**config.mk**
```make
export PLATFORM = sky130hd
export DESIGN_NAME = spi_txn_arbiter
export DESIGN_NICKNAME = d
export VERILOG_FILES = /design/src/rtl/stepper_spi_pkg.sv /design/src/rtl/rr_arbiter.sv /design/src/rtl/spi_txn_arbiter.sv
export SDC_FILE = /design/constraint.sdc
export NUM_CORES = 1
export LEC_CHECK = 0
export CAP_MARGIN = 20
export CELL_PAD_IN_SITES_DETAIL_PLACEMENT = 1
export CELL_PAD_IN_SITES_GLOBAL_PLACEMENT = 1
export CORE_MARGIN = 1
export CORE_UTILIZATION = 33
export DETAILED_ROUTE_END_ITERATION = 12
export PLACE_DENSITY_LB_ADDON = 0.1
export SETUP_SLACK_MARGIN = 0.15
export SYNTH_ARGS = -nofsm -noshare
export SYNTH_HDL_FRONTEND = slang
export SYNTH_SLANG_ARGS = --single-unit
```
**constraint.sdc**
```tcl
create_clock -name clk_in -period 3.6 [get_ports clk_in]
set_input_delay 0.72 -clock clk_in [delete_from_list [all_inputs] [get_ports clk_in]]
set_output_delay 0.72 -clock clk_in [all_outputs]
set_load 0.005 [all_outputs]
```
**src/rtl/stepper_spi_pkg.sv**
```systemverilog
`default_nettype none
// ============================================================================
//  Module      : stepper_spi_pkg
//  Description : Shared types and constants for the stepper-driver SPI
//                transaction arbiter (FSM state encoding, frame width,
//                default gap and timeout lengths).
//  Revision    : 1.0 - initial release
// ============================================================================
package stepper_spi_pkg;

    // Frame width of the shared SPI master
    localparam int SPI_SIZE       = 40;
    // Idle cycles with send-enable low between frames
    localparam int DEF_GAP_CYCLES = 32;
    // Cycles from send-enable assertion to frame end before abort
    localparam int DEF_TIMEOUT    = 4096;

    typedef enum logic [2:0] {
        ST_IDLE    = 3'd0,
        ST_SETUP   = 3'd1,
        ST_START   = 3'd2,
        ST_BUSY    = 3'd3,
        ST_CAPTURE = 3'd4,
        ST_GAP     = 3'd5
    } state_t;

endpackage
`default_nettype wire

```
**src/rtl/rr_arbiter.sv**
```systemverilog
`default_nettype none
// ============================================================================
//  Module      : rr_arbiter
//  Description : Combinational round-robin search. Grants the first set
//                request bit at or after the pointer, wrapping upward.
//                The pointer register is owned by the parent.
//  Revision    : 1.0 - initial release
// ============================================================================
module rr_arbiter #(
    parameter int N     = 2,
    parameter int PTR_W = (N > 1) ? $clog2(N) : 1
) (
    input  logic [N-1:0]     req,
    input  logic [PTR_W-1:0] ptr,
    output logic [N-1:0]     grant,
    output logic             grant_valid
);

    logic [PTR_W-1:0] w_idx;

    // Scan from the pointer upward with wrap-around; first hit wins
    always_comb begin
        grant       = '0;
        grant_valid = 1'b0;
        w_idx       = '0;
        for (int off = 0; off < N; off++) begin
            w_idx = PTR_W'((int'(ptr) + off) % N);
            if (!grant_valid && req[w_idx]) begin
                grant[w_idx] = 1'b1;
                grant_valid  = 1'b1;
            end
        end
    end

endmodule
`default_nettype wire

```
**src/rtl/spi_txn_arbiter.sv**
```systemverilog
`default_nettype none
// ============================================================================
//  Module      : spi_txn_arbiter
//  Description : Shares one SPI master among N_REQ requesters. Round-robin
//                grant, one full frame per grant, frame end detected from the
//                fed-back chip-select, MISO word returned to the owner.
//  Revision    : 1.0 - initial release
// ============================================================================
module spi_txn_arbiter
    import stepper_spi_pkg::*;
#(
    parameter int SIZE       = SPI_SIZE,
    parameter int N_REQ      = 2,
    parameter int GAP_CYCLES = DEF_GAP_CYCLES,
    parameter int TIMEOUT    = DEF_TIMEOUT
) (
    input  logic                  clk_in,
    input  logic                  rst_n_in,
    input  logic [N_REQ-1:0]      req_valid_in,
    input  logic [N_REQ*SIZE-1:0] req_data_in,
    output logic [N_REQ-1:0]      req_ready_out,
    output logic [N_REQ-1:0]      resp_valid_out,
    output logic [SIZE-1:0]       resp_data_out,
    output logic                  resp_err_out,
    output logic                  busy_out,
    output logic [SIZE-1:0]       spi_data_out,
    output logic                  spi_send_enable_out,
    output logic [N_REQ-1:0]      spi_cs_select_out,
    input  logic                  spi_cs_n_in,
    input  logic [SIZE-1:0]       spi_miso_word_in
);

    localparam int c_PTR_W = (N_REQ > 1)      ? $clog2(N_REQ)      : 1;
    localparam int c_TMO_W = (TIMEOUT > 1)    ? $clog2(TIMEOUT)    : 1;
    localparam int c_GAP_W = (GAP_CYCLES > 1) ? $clog2(GAP_CYCLES) : 1;
    localparam logic [c_TMO_W-1:0] c_TMO_LAST = c_TMO_W'(TIMEOUT - 1);
    localparam logic [c_GAP_W-1:0] c_GAP_LAST = c_GAP_W'(GAP_CYCLES - 1);

    state_t               r_state;
    logic [c_PTR_W-1:0]   r_ptr;
    logic [c_TMO_W-1:0]   r_tmo_cnt;
    logic [c_GAP_W-1:0]   r_gap_cnt;
    logic                 r_cs_n_q;
    logic                 r_err;
    logic [N_REQ-1:0]     r_req_ready;
    logic [N_REQ-1:0]     r_resp_valid;
    logic [SIZE-1:0]      r_resp_data;
    logic                 r_resp_err;
    logic                 r_busy;
    logic [SIZE-1:0]      r_spi_data;
    logic                 r_send_en;
    logic [N_REQ-1:0]     r_cs_select;

    logic [N_REQ-1:0]     w_grant;
    logic                 w_grant_valid;
    logic [c_PTR_W-1:0]   w_gidx;
    logic [c_PTR_W-1:0]   w_next_ptr;
    logic [SIZE-1:0]      w_sel_data;

    rr_arbiter #(
        .N     (N_REQ),
        .PTR_W (c_PTR_W)
    ) u_rr_arbiter (
        .req         (req_valid_in),
        .ptr         (r_ptr),
        .grant       (w_grant),
        .grant_valid (w_grant_valid)
    );

    // Turn the one-hot grant into an index and pick the winner's MOSI word
    always_comb begin
        w_gidx     = '0;
        w_sel_data = '0;
        for (int i = 0; i < N_REQ; i++) begin
            if (w_grant[i]) begin
                w_gidx     = c_PTR_W'(i);
                w_sel_data = req_data_in[i*SIZE +: SIZE];
            end
        end
    end

    assign w_next_ptr = (w_gidx == c_PTR_W'(N_REQ - 1)) ? '0 : w_gidx + 1'b1;

    // Transaction sequencer: grant, settle, frame, capture, enforced gap
    always_ff @(posedge clk_in or negedge rst_n_in) begin
        if (!rst_n_in) begin
            r_state      <= ST_IDLE;
            r_ptr        <= '0;
            r_tmo_cnt    <= '0;
            r_gap_cnt    <= '0;
            r_cs_n_q     <= 1'b1;
            r_err        <= 1'b0;
            r_req_ready  <= '0;
            r_resp_valid <= '0;
            r_resp_data  <= '0;
            r_resp_err   <= 1'b0;
            r_busy       <= 1'b0;
            r_spi_data   <= '0;
            r_send_en    <= 1'b0;
            r_cs_select  <= '0;
        end else begin
            r_cs_n_q     <= spi_cs_n_in;
            // Handshake pulses last exactly one cycle
            r_req_ready  <= '0;
            r_resp_valid <= '0;
            r_resp_err   <= 1'b0;
            case (r_state)
                ST_IDLE: begin
                    if (w_grant_valid) begin
                        r_req_ready <= w_grant;
                        r_spi_data  <= w_sel_data;
                        r_cs_select <= w_grant;
                        r_ptr       <= w_next_ptr;
                        r_err       <= 1'b0;
                        r_busy      <= 1'b1;
                        r_state     <= ST_SETUP;
                    end
                end
                ST_SETUP: begin
                    // Master's chip-select mux has settled; launch the frame
                    r_send_en <= 1'b1;
                    r_tmo_cnt <= '0;
                    r_state   <= ST_START;
                end
                ST_START: begin
                    if (r_tmo_cnt == c_TMO_LAST) begin
                        r_err   <= 1'b1;
                        r_state <= ST_CAPTURE;
                    end else begin
                        r_tmo_cnt <= r_tmo_cnt + 1'b1;
                        if (r_cs_n_q && !spi_cs_n_in) begin
                            r_state <= ST_BUSY;
                        end
                    end
                end
                ST_BUSY: begin
                    if (r_tmo_cnt == c_TMO_LAST) begin
                        r_err   <= 1'b1;
                        r_state <= ST_CAPTURE;
                    end else begin
                        r_tmo_cnt <= r_tmo_cnt + 1'b1;
                        if (!r_cs_n_q && spi_cs_n_in) begin
                            r_state <= ST_CAPTURE;
                        end
                    end
                end
                ST_CAPTURE: begin
                    r_resp_data  <= r_err ? '0 : spi_miso_word_in;
                    r_resp_valid <= r_cs_select;
                    r_resp_err   <= r_err;
                    r_send_en    <= 1'b0;
                    r_gap_cnt    <= '0;
                    r_state      <= ST_GAP;
                end
                ST_GAP: begin
                    if (r_gap_cnt == c_GAP_LAST) begin
                        r_cs_select <= '0;
                        r_busy      <= 1'b0;
                        r_state     <= ST_IDLE;
                    end else begin
                        r_gap_cnt <= r_gap_cnt + 1'b1;
                    end
                end
                default: begin
                    r_send_en <= 1'b0;
                    r_busy    <= 1'b0;
                    r_state   <= ST_IDLE;
                end
            endcase
        end
    end

    assign req_ready_out       = r_req_ready;
    assign resp_valid_out      = r_resp_valid;
    assign resp_data_out       = r_resp_data;
    assign resp_err_out        = r_resp_err;
    assign busy_out            = r_busy;
    assign spi_data_out        = r_spi_data;
    assign spi_send_enable_out = r_send_en;
    assign spi_cs_select_out   = r_cs_select;

endmodule
`default_nettype wire
```
==> impl_metrics.csv, run 1 <==
group,metric,value,unit
drt,wire_per_inst,17.5,um
logic_synthesis,synth_area,0.00488,mm^2
outcome,status,"finished clean",
grt,gr-usage-all-layers,20.6,%
clock_network,clock_sinks,112,
die,ios,214,
logic_synthesis,synthCells,496,
die,start_util,33.7,%
job,cap_violations,0,
logic_synthesis,syn_nets,624,
critical_path,reg2reg_depth,6,
worst_hold_path,hp-class,"input port to asynchronous set/reset pin",
critical_path,rrSetupSlack,1370,ps
clock_network,insertion_delay,350,ps
final_layout,layout.nets,825,
final_layout,fillCellCount,1585,
clock_network,tritoncts,"done",
grt,first_global_vias,4606,
critical_path,r2r-end,"resp_data_out[38]$_DFFE_PN0P_",
sta,min_period,2280,ps
place,routabilityCongestion,0.726,
die,die-area,0.0153,mm^2
sta,setup_viol,0,
final_layout,antennaDiodeCount,0,
critical_path,cp_slowest_cell,"clkdlybuf4s50_1",
sta,rsz0062_at_grt,"false",
sta,tightest_slew,738,ps
clock_network,htree_levels,3,
clock_network,cts-buffers-inserted,9,
clock_network,clk_pin_slew_worst_paths,80,ps
clock_network,clockBufferDepth,2,
grt,grt_pass1_wl,23.8,mm
drt,met3WireLength,1.04,mm
drt,routed_wl,15.5,mm
die,die_h,124,um
drt,top_layer,"met4",
final_layout,layout_common_cells,"212 x clkdlybuf4s50_1, 111 x dfrtp_1, 96 x nand2_1",
critical_path,crit_type,"input port to flip-flop",
place,placed_area,0.00720,mm^2
critical_path,crit_required,3870,ps
final_layout,multi_input_comb_area,0.00192,mm^2
drt,route.detailed.drc,0,
sta,maxSlewViolCount,0,
drt,viasPerCell,5.08,
clock_network,cts_resized,0,
drt,vias,4503,
critical_path,slowest_delay,580,ps
logic_synthesis,syn_avg_cell_area,9.84,um^2
place,hpwlAfterDp,11.7,mm
logic_synthesis,yosysWarningCount,0,
sta,slew_headroom,50.4,%
grt,antenna_found_initial,0,
grt,grt_max_degree,75,
drt,firstDrtPassIters,4,
power,p_leak,3.29,nW
die,core,0.0145,mm^2
logic_synthesis,synthDistinctLibCells,53,
critical_path,cp-start-kind,"input port",
final_layout,regArea,0.00280,mm^2
die,num_rows,44,
logic_synthesis,yosys_most_used_dff,"dfrtp_1",
clock_network,hold_buffers,0,
sta,period_share,63.2,%
logic_synthesis,synth_edf_count,0,
drt,wl_met2,8.05,mm
drt,met1Wirelength,6.12,mm
grt,overflow,0,
final_layout,layout-drive-gt1-share,6.13,%
die,die_width,124,um
drt,drtIter0Drc,157,
logic_synthesis,async_flop_share,100,%
place,io_buffers,213,
logic_synthesis,seq_area_frac_synth,57.5,%
critical_path,crit_chain,"clkdlybuf4s50_1, nor2_1, nor2b_4, buf_4, nor2_1, a21oi_1",
critical_path,critPathTopFamily,"buffers and inverters",
sta,finalHoldViolCount,0,
critical_path,crit_arrival,2550,ps
critical_path,cp_common_cell,"nor2_1",
drt,ant_nets,0,
critical_path,timing.rr.start,"r_state[2]$_DFFE_PN0P_",
power,peakVddDrop,0.393,mV
final_layout,fin_area,0.00755,mm^2
critical_path,cp_max_fo,34,
critical_path,path_buf_inv,2,
clock_network,root_buffer,"clkbuf_16",
final_layout,area_growth,54.7,%
final_layout,final_common_cell,"clkdlybuf4s50_1",
sta,finalSetupTns,0,ps
power,p_per_area,741,mW/mm^2
place,dpl_worst_slack,936,ps
sta,finClkSkew,5.07,ps
critical_path,cp-end-kind,"flip-flop",
logic_synthesis,ys_seq_elements,112,
clock_network,post_cts_buffers,0,
sta,fmaxAchievable,440,MHz
sta,finalWorstSetupSlack,1320,ps
==> kinds of logic (layout without fill, tap and decap cells) <==
family          after synthesis  after routing  share of synthesized area (%)
simple gates                179            179                           16.9
flops                       112            112                           57.5
xor+xnor                      1              1                          0.180
buf+inv                      39            245                           3.62
fa+ha+maj                     5              5                           1.18
compound gates              156            156                           19.8
mux                           4              4                          0.846
==> how the worst max path moves through the flow <==
stage / start / endpoint / slack [ps] / cells past startpoint
after detailed placement: req_valid_in[1] / spi_data_out[9]$_DFFE_PN0P_ / 940 / 6
after global placement: req_valid_in[1] / spi_data_out[12]$_DFFE_PN0P_ / 1110 / 6
final: req_valid_in[1] / spi_data_out[19]$_DFFE_PN0P_ / 1320 / 6
after floorplan: r_gap_cnt[0]$_DFFE_PN0P_ / r_gap_cnt[0]$_DFFE_PN0P_ / 1840 / 8
after CTS: r_state[2]$_DFFE_PN0P_ / resp_data_out[38]$_DFFE_PN0P_ / 1200 / 5
after global routing: req_valid_in[1] / spi_data_out[9]$_DFFE_PN0P_ / 1140 / 6
==> layout make-up <==
type | instances | area share [%]
clock buffers | 9 | 2.98
clock inverters | 7 | 0.962
inverters | 5 | 0.249
multi-input cells | 345 | 25.4
flip-flops and latches | 112 | 37.2
well taps | 184 | 3.05
repair buffers | 224 | 30.2
==> Yosys cell counts (all sizes together), types with 2 or more instances <==
| library cell | count | area, um^2 |
|---|---|---|
| and3 | 6 | 37.5 |
| nand2 | 97 | 367 |
| o31ai | 3 | 22.5 |
| nor2 | 44 | 165 |
| nor2b | 3 | 28.8 |
| buf | 14 | 82.6 |
| nand4 | 3 | 33.8 |
| a21o | 2 | 15.0 |
| nand3 | 6 | 35.0 |
| a22oi | 41 | 308 |
| a31oi | 3 | 18.8 |
| nor3b | 2 | 15.0 |
| clkbuf | 20 | 75.1 |
| inv | 5 | 18.8 |
| o211ai | 2 | 15.0 |
| dfrtp | 111 | 2780 |
| o41ai | 3 | 45.1 |
| ha | 3 | 37.5 |
| o21ai | 47 | 235 |
| nor3 | 6 | 40.0 |
| maj3 | 2 | 20.0 |
| mux2i | 3 | 30.0 |
| a21oi | 46 | 230 |
| and2 | 4 | 25.0 |
| and4 | 2 | 18.8 |
==> through the flow <==
step / power (mW) / util (%) / std cells / hold slack [ps]
after detailed placement: 4.65 / 49.7 / 868 / 473
final: 5.59 / 52.1 / 886 / 186
after global placement: 4.50 / 49.5 / 867 / 462
after global routing: 6.01 / 52.1 / 886 / 174
after CTS: 5.69 / 51.8 / 884 / 490
after floorplan: 3.13 / - / 496 / 424
==> flip-flops by register name, indices dropped and copies added (netlist names), 2 cells and up <==
| name | flops |
|---|---|
| spi_cs_select_out | 2 |
| resp_valid_out | 2 |
| resp_data_out | 40 |
| spi_data_out | 40 |
| r_gap_cnt | 5 |
| r_tmo_cnt | 12 |
| r_state | 3 |
| req_ready_out | 2 |
==> power by group <==
group          internal [mW]  switching [mW]
clock network          0.540           0.464
registers               1.81           0.348
logic                   1.37            1.06
total                   3.72            1.87
==> metal layers <==
| metal | up-vias | global-route usage, % |
|---|---|---|
| li1 | 2148 | - |
| met1 | 2187 | 24.2 |
| met2 | 150 | 36.6 |
| met3 | 18 | 4.72 |
| met4 | 0 | 7.38 |
| met5 | - | 0 |
Power figures use the tool's default switching activity.
==> run 2: changes to the inputs <==
--- a/config.mk
+++ b/config.mk
@@ -9,7 +9,7 @@
 export CELL_PAD_IN_SITES_DETAIL_PLACEMENT = 1
 export CELL_PAD_IN_SITES_GLOBAL_PLACEMENT = 1
 export CORE_MARGIN = 1
-export CORE_UTILIZATION = 33
+export CORE_UTILIZATION = 28
 export DETAILED_ROUTE_END_ITERATION = 12
 export PLACE_DENSITY_LB_ADDON = 0.1
 export SETUP_SLACK_MARGIN = 0.15
==> constraint.sdc (replaced) <==
create_clock -name clk_in -period 2 [get_ports clk_in]
set_input_delay 0.4 -clock clk_in [delete_from_list [all_inputs] [get_ports clk_in]]
set_output_delay 0.4 -clock clk_in [all_outputs]
set_load 0.005 [all_outputs]
==> run 2 against run 1 <==
First-iteration DRC count down 14%. Critical path depth down 1. Worst setup slack worse by 1100 ps. Wire length down 0.19%. Non-clock buffer count up 5. Utilization down 6.8 points. Sequential cell count unchanged. Worst hold slack worse by 140 ps. Critical path type is now flip-flop to flip-flop. Critical endpoint is now r_tmo_cnt[7]$_DFFE_PN0P_. Largest cell class unchanged. Largest power group unchanged.
==> impl_metrics.csv, run 2 (same netlist as run 1, synthesis figures left out) <==
group,metric,value,unit
final_layout,antennaDiodeCount,0,
sta,finalSetupTns,0,ps
place,hpwlAfterDp,11.3,mm
grt,grt_max_degree,84,
drt,ant_nets,0,
final_layout,layout_common_cells,"212 x clkdlybuf4s50_1, 111 x dfrtp_1, 96 x nand2_1",
drt,vias,4436,
die,die-area,0.0180,mm^2
critical_path,cp_slowest_cell,"or4_1",
clock_network,clock_sinks,112,
die,start_util,29.0,%
power,p_per_area,1320,mW/mm^2
critical_path,crit_chain,"ha_1, nand2_1, nor3_1, or4_1, a21oi_1",
final_layout,fin_area,0.00762,mm^2
job,cap_violations,0,
sta,fmaxAchievable,565,MHz
grt,grt_pass1_wl,24.7,mm
sta,finClkSkew,11.2,ps
final_layout,layout-drive-gt1-share,7.07,%
grt,grt_busiest_layer,"met2",
critical_path,cp-end-kind,"flip-flop",
sta,finalHoldViolCount,0,
sta,maxSlewViolCount,0,
clock_network,tritoncts,"done",
sta,finalWorstSetupSlack,230,ps
drt,wire_per_inst,16.7,um
drt,routed_wl,15.5,mm
grt,met1_usage,22.4,%
clock_network,root_buffer,"clkbuf_16",
place,placed_area,0.00732,mm^2
sta,setup_viol,0,
place,dpl_worst_slack,48.9,ps
die,die_h,134,um
die,ios,214,
critical_path,slowest_delay,480,ps
critical_path,cp_max_fo,5,
clock_network,insertion_delay,350,ps
drt,drtIter0Drc,135,
clock_network,cts-buffers-inserted,9,
critical_path,cp-start-kind,"flip-flop",
drt,viasPerCell,4.79,
grt,met3_usage,3.63,%
sta,min_period,1770,ps
clock_network,clockBufferDepth,2,
clock_network,hold_buffers,0,
sta,slew_headroom,60.7,%
die,core,0.0168,mm^2
place,routabilityCongestion,0.758,
clock_network,htree_levels,3,
place,io_buffers,213,
critical_path,crit_required,2270,ps
final_layout,fillCellCount,1890,
outcome,status,"finished clean",
sta,period_share,88.5,%
sta,tightest_slew,589,ps
power,peakVddDrop,0.662,mV
die,die_width,134,um
power,p_leak,3.31,nW
final_layout,layout.nets,830,
drt,route.detailed.drc,0,
drt,firstDrtPassIters,4,
grt,antenna_found_initial,0,
worst_hold_path,hp-class,"input port to asynchronous set/reset pin",
final_layout,final_common_cell,"clkdlybuf4s50_1",
clock_network,clk_pin_slew_worst_paths,70,ps
grt,first_global_vias,4602,
power,finalPower,10.1,mW
grt,gr-usage-all-layers,17.6,%
die,num_rows,47,
grt,gr-usage-met2,29.4,%
sta,rsz0062_at_grt,"true",
grt,overflow,0,
critical_path,crit_type,"flip-flop to flip-flop",
final_layout,area_growth,56.2,%
critical_path,crit_arrival,2040,ps
-- run 2: per-layer routing --
metal / part of all wire (%) / wire length, um
met2: 49 / 7540
met5: 0 / 0
met3: 6.5 / 1000
met4: 1.6 / 247
met1: 43 / 6670
-- run 2: worst paths after layout --
kind | startpoint | end | slack [ps] | depth (start not counted)
max in group asynchronous | rst_n_in | spi_data_out[38]$_DFFE_PN0P_ | 1240 | 2
min | rst_n_in | spi_data_out[5]$_DFFE_PN0P_ | 50 | 1
min in group clk_in | resp_data_out[29]$_DFFE_PN0P_ | resp_data_out[29]$_DFFE_PN0P_ | 480 | 2
max reg2reg | r_tmo_cnt[0]$_DFFE_PN0P_ | r_tmo_cnt[7]$_DFFE_PN0P_ | 230 | 5
max | r_tmo_cnt[0]$_DFFE_PN0P_ | r_tmo_cnt[7]$_DFFE_PN0P_ | 230 | 5
min reg2reg | resp_data_out[29]$_DFFE_PN0P_ | resp_data_out[29]$_DFFE_PN0P_ | 480 | 2
-- run 2: repair_timing --
item                                    4_1_cts  5_1_grt
endpoints found under the hold margin         0        0
setup buffers                                 0        1
gates resized for setup                       0        3
endpoints found under the setup margin        0        8
-- run 2: final cells by class --
cell class	count	area, um^2	share of cell area (%)
Clock inverter	6	58.8	0.772
Timing Repair Buffer	229	2310	30.3
Sequential cell	112	2800	36.8
Tap cell	220	275	3.61
Inverter	5	18.8	0.246
Clock buffer	10	229	3.00
Multi-Input combinational cell	345	1920	25.2
-- run 2: stage by stage --
step / utilization (%) / hold WS (ps) / instances
after CTS: 45.2 / 61.0 / 926
after global placement: 43.5 / 445 / 910
final: 45.3 / 45.8 / 927
after floorplan: - / 104 / 496
after detailed placement: 43.5 / 444 / 910
after global routing: 45.3 / 83.9 / 927
-- run 2: power by group --
part | internal, mW | switching (mW)
logic | 2.52 | 1.85
clock network | 0.970 | 0.843
registers | 3.26 | 0.612
-- run 2: critical path: cells and delay by family (launching register included) --
family / cells / cell delay [ps]
AOI/OAI and AO/OA: 1 / 160
adders and majority gates: 1 / 250
DFF: 1 / 410
and+or+nand+nor: 3 / 880
==> run 3: changes to the inputs <==
--- a/config.mk
+++ b/config.mk
@@ -10,6 +10,7 @@
 export CELL_PAD_IN_SITES_GLOBAL_PLACEMENT = 1
 export CORE_MARGIN = 1
 export CORE_UTILIZATION = 28
+export CTS_CLUSTER_SIZE = 10
 export DETAILED_ROUTE_END_ITERATION = 12
 export PLACE_DENSITY_LB_ADDON = 0.1
 export SETUP_SLACK_MARGIN = 0.15
==> results of run 3 <==
The final DEF is identical to that of run 2; final timing and power are the same.
